<file path="src/rtl/parity_tx_if.sv">
// Handshake and serial-output bundle for the parity transmitter.
// The master drives words and the bit-rate strobe; the slave is the transmitter.
interface parity_tx_if #(
    parameter int DATA_W = 8
);
    logic              in_valid;
    logic [DATA_W-1:0] in_data;
    logic              in_ready;
    logic              bit_en;
    logic              tx_bit;
    logic              tx_valid;
    logic              tx_last;
    logic              busy;

    modport master (
        output in_valid, in_data, bit_en,
        input  in_ready, tx_bit, tx_valid, tx_last, busy
    );

    modport slave (
        input  in_valid, in_data, bit_en,
        output in_ready, tx_bit, tx_valid, tx_last, busy
    );
endinterface

</file>
<file path="src/rtl/parity_tx.sv">
// Serial parity transmitter: shifts a parallel word out LSB first, then one parity bit.
// Outputs are decoded only from registered state, so no input reaches an output combinationally.
module parity_tx #(
    parameter int DATA_W     = 8,
    parameter bit ODD_PARITY = 1'b0
) (
    input  logic        clk,
    input  logic        reset,
    parity_tx_if.slave  bus
);
    localparam int                CNT_W    = $clog2(DATA_W);
    localparam logic [CNT_W-1:0]  CNT_LAST = CNT_W'(DATA_W - 1);

    typedef enum logic [1:0] {
        IDLE = 2'd0,
        DATA = 2'd1,
        PAR  = 2'd2
    } state_t;

    state_t            state_r, state_s;
    logic [DATA_W-1:0] shreg_r, shreg_s;
    logic [CNT_W-1:0]  cnt_r,   cnt_s;
    logic              par_r,   par_s;

    function automatic logic parity_of(input logic [DATA_W-1:0] d, input logic odd);
        return (^d) ^ odd;
    endfunction

    // State and datapath registers
    always_ff @(posedge clk or negedge reset) begin
        if (!reset) begin
            state_r <= IDLE;
            shreg_r <= '0;
            cnt_r   <= '0;
            par_r   <= 1'b0;
        end else begin
            state_r <= state_s;
            shreg_r <= shreg_s;
            cnt_r   <= cnt_s;
            par_r   <= par_s;
        end
    end

    // Next-state and datapath update; bit_en gates every advance after acceptance
    always_comb begin
        state_s = state_r;
        shreg_s = shreg_r;
        cnt_s   = cnt_r;
        par_s   = par_r;
        case (state_r)
            IDLE: begin
                if (bus.in_valid) begin
                    shreg_s = bus.in_data;
                    cnt_s   = '0;
                    par_s   = parity_of(bus.in_data, ODD_PARITY);
                    state_s = DATA;
                end else begin
                    state_s = IDLE;
                end
            end
            DATA: begin
                if (bus.bit_en) begin
                    shreg_s = {1'b0, shreg_r[DATA_W-1:1]};
                    // Counter parks at its last value so it never exceeds DATA_W-1
                    if (cnt_r == CNT_LAST) begin
                        state_s = PAR;
                    end else begin
                        cnt_s = cnt_r + CNT_W'(1);
                    end
                end else begin
                    state_s = DATA;
                end
            end
            PAR: begin
                if (bus.bit_en) begin
                    state_s = IDLE;
                end else begin
                    state_s = PAR;
                end
            end
            default: begin
                state_s = IDLE;
            end
        endcase
    end

    // Output decode from registered state only
    always_comb begin
        bus.in_ready = 1'b0;
        bus.tx_valid = 1'b0;
        bus.tx_last  = 1'b0;
        bus.tx_bit   = 1'b0;
        bus.busy     = 1'b1;
        case (state_r)
            IDLE: begin
                bus.in_ready = 1'b1;
                bus.busy     = 1'b0;
            end
            DATA: begin
                bus.tx_valid = 1'b1;
                bus.tx_bit   = shreg_r[0];
            end
            PAR: begin
                bus.tx_valid = 1'b1;
                bus.tx_last  = 1'b1;
                bus.tx_bit   = par_r;
            end
            default: begin
                bus.in_ready = 1'b0;
                bus.busy     = 1'b1;
            end
        endcase
    end
endmodule

</file>
<file path="src/flat_wrapper.sv">
// flat-port wrapper written by rule: the top's interface ports become plain ports
module parity_tx_flat 
#(
    parameter int DATA_W     = 8,
    parameter bit ODD_PARITY = 1'b0
)
  (clk, reset, bus_in_valid, bus_in_data, bus_bit_en, bus_in_ready, bus_tx_bit, bus_tx_valid, bus_tx_last, bus_busy);
  parity_tx_if #(.DATA_W(DATA_W)) bus_i ();
  input  logic clk;
  input  logic reset;
  input wire logic [$bits(bus_i.in_valid)-1:0] bus_in_valid;
  input wire logic [$bits(bus_i.in_data)-1:0] bus_in_data;
  input wire logic [$bits(bus_i.bit_en)-1:0] bus_bit_en;
  output wire logic [$bits(bus_i.in_ready)-1:0] bus_in_ready;
  output wire logic [$bits(bus_i.tx_bit)-1:0] bus_tx_bit;
  output wire logic [$bits(bus_i.tx_valid)-1:0] bus_tx_valid;
  output wire logic [$bits(bus_i.tx_last)-1:0] bus_tx_last;
  output wire logic [$bits(bus_i.busy)-1:0] bus_busy;
  assign bus_i.in_valid = bus_in_valid;
  assign bus_i.in_data = bus_in_data;
  assign bus_i.bit_en = bus_bit_en;
  assign bus_in_ready = bus_i.in_ready;
  assign bus_tx_bit = bus_i.tx_bit;
  assign bus_tx_valid = bus_i.tx_valid;
  assign bus_tx_last = bus_i.tx_last;
  assign bus_busy = bus_i.busy;
  parity_tx #(.DATA_W(DATA_W), .ODD_PARITY(ODD_PARITY)) u_core (.clk(clk), .reset(reset), .bus(bus_i));
endmodule
</file>
<file path="config.mk">
export PLATFORM = sky130hd
export DESIGN_NAME = parity_tx_flat
export DESIGN_NICKNAME = d
export VERILOG_FILES = /design/src/rtl/parity_tx_if.sv /design/src/rtl/parity_tx.sv /design/src/flat_wrapper.sv
export SDC_FILE = /design/constraint.sdc
export NUM_CORES = 1
export LEC_CHECK = 0
export CORE_MARGIN = 2
export CORE_UTILIZATION = 35
export CTS_CLUSTER_SIZE = 10
export DETAILED_ROUTE_END_ITERATION = 10
export MAX_ROUTING_LAYER = met4
export SKIP_LAST_GASP = 1
export SYNTH_ARGS = -nofsm -noshare
export SYNTH_HDL_FRONTEND = slang
export SYNTH_SLANG_ARGS = --single-unit
export TNS_END_PERCENT = 10
</file>
<file path="constraint.sdc">
create_clock -name clk -period 3.75 [get_ports clk]
set_clock_uncertainty 0.15 [all_clocks]
set_input_delay 1.125 -clock clk [delete_from_list [all_inputs] [get_ports clk]]
set_output_delay 1.125 -clock clk [all_outputs]
set_load 0.02 [all_outputs]
</file>
==> results.txt <==
* Main flop type after synthesis: sky130_fd_sc_hd__dfrtp_1
* Number of H-tree levels: 1
- TritonCTS built the clock tree.
* Mapped cell area: 867 sq um
- Of the total power, the clock network draws 13.8%.
- Worst hold path type: register to register
* Ratio of final minimum period to clock period: 87.6%
- The final max-slew violation count came to 0.
- Overall Power: 779 uW
- Slew margin rel.: 58.6%
* DRC violation count after routing: 0
- Distinct cells, synth: 22
- TritonCTS created 3 clock buffers.
- Unrepaired setup endpoints after global routing: no
- The floorplan step set the die height to 53.8 um.
* First-pass GRT wire length: 2390 um
* Switching portion of total power: 39.8%
- Power Density: 718 mW/mm^2
- Area share of the largest cell type after synthesis: 40.4%
* Kind of launch point of the worst setup path: register
- Final Net Count: 123
- After routing, the total negative slack on setup checks comes to 0 ps.
- Number of enable flip-flop cells after synthesis: 0
* Combinational share of power: 53.6%
* Reg-to-Reg Start: u_core.state_r[1]
- In this run the static leakage power is 0.465 nW.
- Ratio of cells with drive above 1 in the final layout: 6.86%
- The critical path goes through inv_1 > ha_1 > a22oi_1 > nor2b_1 > clkdlybuf4s50_1.
* Cells resized by post-CTS repair: 0
* Post-DR vias/cell: 4.77
* Final Hold Viols: 0
* Hold path start: u_core.par_r
- The total area inside the core boundary comes to 0.00241 sq mm.
- Dividing the detail-routed wire length by the instance count gives 10.9 um.
* F_max: 304 MHz
- Subtracting the final worst setup slack from the clock period gives 3280 ps.
* Filler cell count: 237
- From left edge to right edge, the die measures 53.8 um.
- Internal power summed over all cells: 469 uW
- Total length of routed wires: 1440 um
- Summing all multi-input logic gate instances after layout gives 474 sq um.
- Required time of the critical path: 2470 ps
- On the worst path, the slowest cell contributes a delay of 600 ps.
* Worst Path Arrival: 2010 ps
- FF+latch count, synth: 14
- The floorplan step defined a die boundary enclosing 0.00289 sq mm.
- The synthesized design spends more area on one cell type than any other, namely sky130_fd_sc_hd__dfrtp_1.
* Max rail drop VDD: 0.344 mV
- Final critical-path setup slack: 466 ps
- Final number of setup-violating endpoints: 0
* Final GP Congestion: 0.775
- Minimum setup slack after placement: 758 ps
* Standard-cell row count: 18
* Synthesis-to-finish area growth: 25.1%
- Number of antenna violations at the first check in global routing: 0
* Async S/R FF share, synth: 100%
- Commonest cells post-synth: 14 x sky130_fd_sc_hd__dfrtp_1, 11 x sky130_fd_sc_hd__mux2i_1, 8 x sky130_fd_sc_hd__a21oi_1, 8 x sky130_fd_sc_hd__ha_1, 8 x sky130_fd_sc_hd__nor2_1
- Starting density of the core: 36.0%
- After clock tree synthesis, the flow added hold-fix buffers numbering 0.
- By area the synthesized netlist is led by sky130_fd_sc_hd__dfrtp_1 40%, sky130_fd_sc_hd__mux2i_1 13%, sky130_fd_sc_hd__ha_1 12%, sky130_fd_sc_hd__xnor2_1 7.1%, sky130_fd_sc_hd__a21oi_1 4.6%.
- After clock tree synthesis, the setup repair step added 0 buffers.
- Maximum number of pins on one net before global-route repair: 17
- Across every metal layer, demand over resource in global routing totals 12.0%.
- For this design the top-level I/O count stands at 17.
- Summed over all layers, the global routing overflow is 0.
- CTS max path bufs: 2
- Class of the most critical setup path: register to output pin
* PortBufs: 16
- The largest individual stage delay along the critical path comes from the cell sky130_fd_sc_hd__clkdlybuf4s50_1.
- Standard cell area after detailed placement: 0.00105 sq mm
- Synthesis Warnings: 0
- The cell count after synthesis came out at 84.
- For this block, the initial DRC count from the detailed router was 8.
- Via count of the first global-routing pass: 598
- Max Cap Viol: 0
* Detail Placement HPWL: 1160 um
- Post-DRT Antenna Nets: 0
* Clock slew at reported path FFs: 80 ps
- CTS saw 14 sinks.
- Each instance of the synthesized netlist takes up on average 10.3 sq um.
- In the post-synthesis netlist, the cell with the most instances is sky130_fd_sc_hd__dfrtp_1.
* Synthesized net count: 104
* Launching element of the worst setup path: u_core.state_r[1]
- The flow ran to the end, and the final reports show no timing, DRC or antenna violations.
- Portion of total power attributed to sequential cells: 32.7%
- Detailed-router iteration count before antenna repair: 4
* Routed via count: 630
- Capturing element type of the critical path: output pin
* Final Instance Area: 0.00108 sq mm
- Proportion of synthesized chip area in sequential cells: 40.4%
- Along the worst path, the maximum fanout reaches 6.
* Least-Margin Pin Slew: 619 ps
- Sw power: 310 uW
- Clock network latency to the later pin of the worst-skew pair: 280 ps
* Buffer cell driving the clock tree root: sky130_fd_sc_hd__clkbuf_4
- 0 antenna diodes ended up in the layout.
- Total area of sequential cells: 350 sq um
[worst max-delay path: cells and delay by family (launching register included)]
kind / cells / cell delay, ps
AOI/OAI and AO/OA: 1 / 110
adders and majority gates: 1 / 350
buffers and inverters: 2 / 730
DFF: 1 / 420
and+or+nand+nor: 1 / 120
[layout make-up]
| class | instances | area share, % |
|---|---|---|
| Sequential cell | 14 | 32.3 |
| Timing Repair Buffer | 16 | 14.8 |
| Tap cell | 30 | 3.46 |
| Inverter | 7 | 2.42 |
| Clock buffer | 4 | 3.34 |
| Multi-Input combinational cell | 61 | 43.7 |
[power by group through the flow]
| stage | clock network (mW) | logic, mW | registers (mW) |
|---|---|---|---|
| finish | 0.107 | 0.417 | 0.255 |
| detailed placement | 0 | 0.423 | 0.258 |
| global placement | 0 | 0.419 | 0.257 |
| global route | 0.119 | 0.463 | 0.262 |
| CTS | 0.111 | 0.425 | 0.255 |
| floorplan | 0 | 0.322 | 0.248 |
[cell families (layout without fill, tap and decap cells)]
kind of cell               Yosys count  after routing  share of synthesized area [%]
DFF                                 14             14                           40.4
xor gates and xnor gates             7              7                           7.07
adders and majority gates            8              8                           11.5
AOI/OAI and AO/OA                   16             16                           12.6
buffers and inverters                9             27                           4.91
muxes                               12             12                           14.0
and+or+nand+nor                     18             18                           9.53
[layout by cell type, fill, tap and decap left out]
cell type,instances
sky130_fd_sc_hd__xnor2_1,7
sky130_fd_sc_hd__inv_1,7
sky130_fd_sc_hd__ha_1,8
sky130_fd_sc_hd__nand2b_1,1
sky130_fd_sc_hd__nand3b_1,1
sky130_fd_sc_hd__nor2_1,8
sky130_fd_sc_hd__a21oi_1,8
sky130_fd_sc_hd__clkbuf_8,1
sky130_fd_sc_hd__o22ai_1,1
sky130_fd_sc_hd__mux2i_1,11
sky130_fd_sc_hd__clkdlybuf4s50_1,16
sky130_fd_sc_hd__a21oi_4,1
sky130_fd_sc_hd__o31ai_1,1
sky130_fd_sc_hd__nor2b_1,2
sky130_fd_sc_hd__clkbuf_4,3
sky130_fd_sc_hd__and2b_1,1
sky130_fd_sc_hd__dfrtp_1,14
sky130_fd_sc_hd__a21oi_2,1
sky130_fd_sc_hd__mux2_1,1
sky130_fd_sc_hd__o22ai_2,1
sky130_fd_sc_hd__nand2_1,5
sky130_fd_sc_hd__o21ai_0,2
sky130_fd_sc_hd__a22oi_1,1
[per-stage QoR]
stage          utilization, %  hold WS (ps)  std cells
3_5_place_dp             43.5           349        128
6_report                 45.0           368        132
4_1_cts                  45.0           368        132
3_3_place_gp             43.5           343        128
5_1_grt                  45.0           408        132
2_1_floorplan               -           300         84
[layer usage]
layer	global-route usage, %	part of all wire [%]
met5	-	0
met4	6.41	2.2
met3	1.94	6.7
met2	19.1	43
met1	14.6	48
[path summary, 6_finish.rpt]
kind,to,cells past startpoint,slack (ps)
max,bus_tx_bit,5,470
max in group asynchronous,u_core.state_r[0],1,1980
min reg2reg,u_core.par_r,2,370
max reg2reg,u_core.shreg_r[7],6,1600
min in group asynchronous,u_core.shreg_r[6],1,1080
min,u_core.par_r,2,370
[flip-flops by register name, summed over array words and instances (netlist names)]
name	count
u_core.shreg_r	8
u_core.par_r	1
u_core.state_r	2
u_core.cnt_r	3
(Power assumes the default switching activity.)
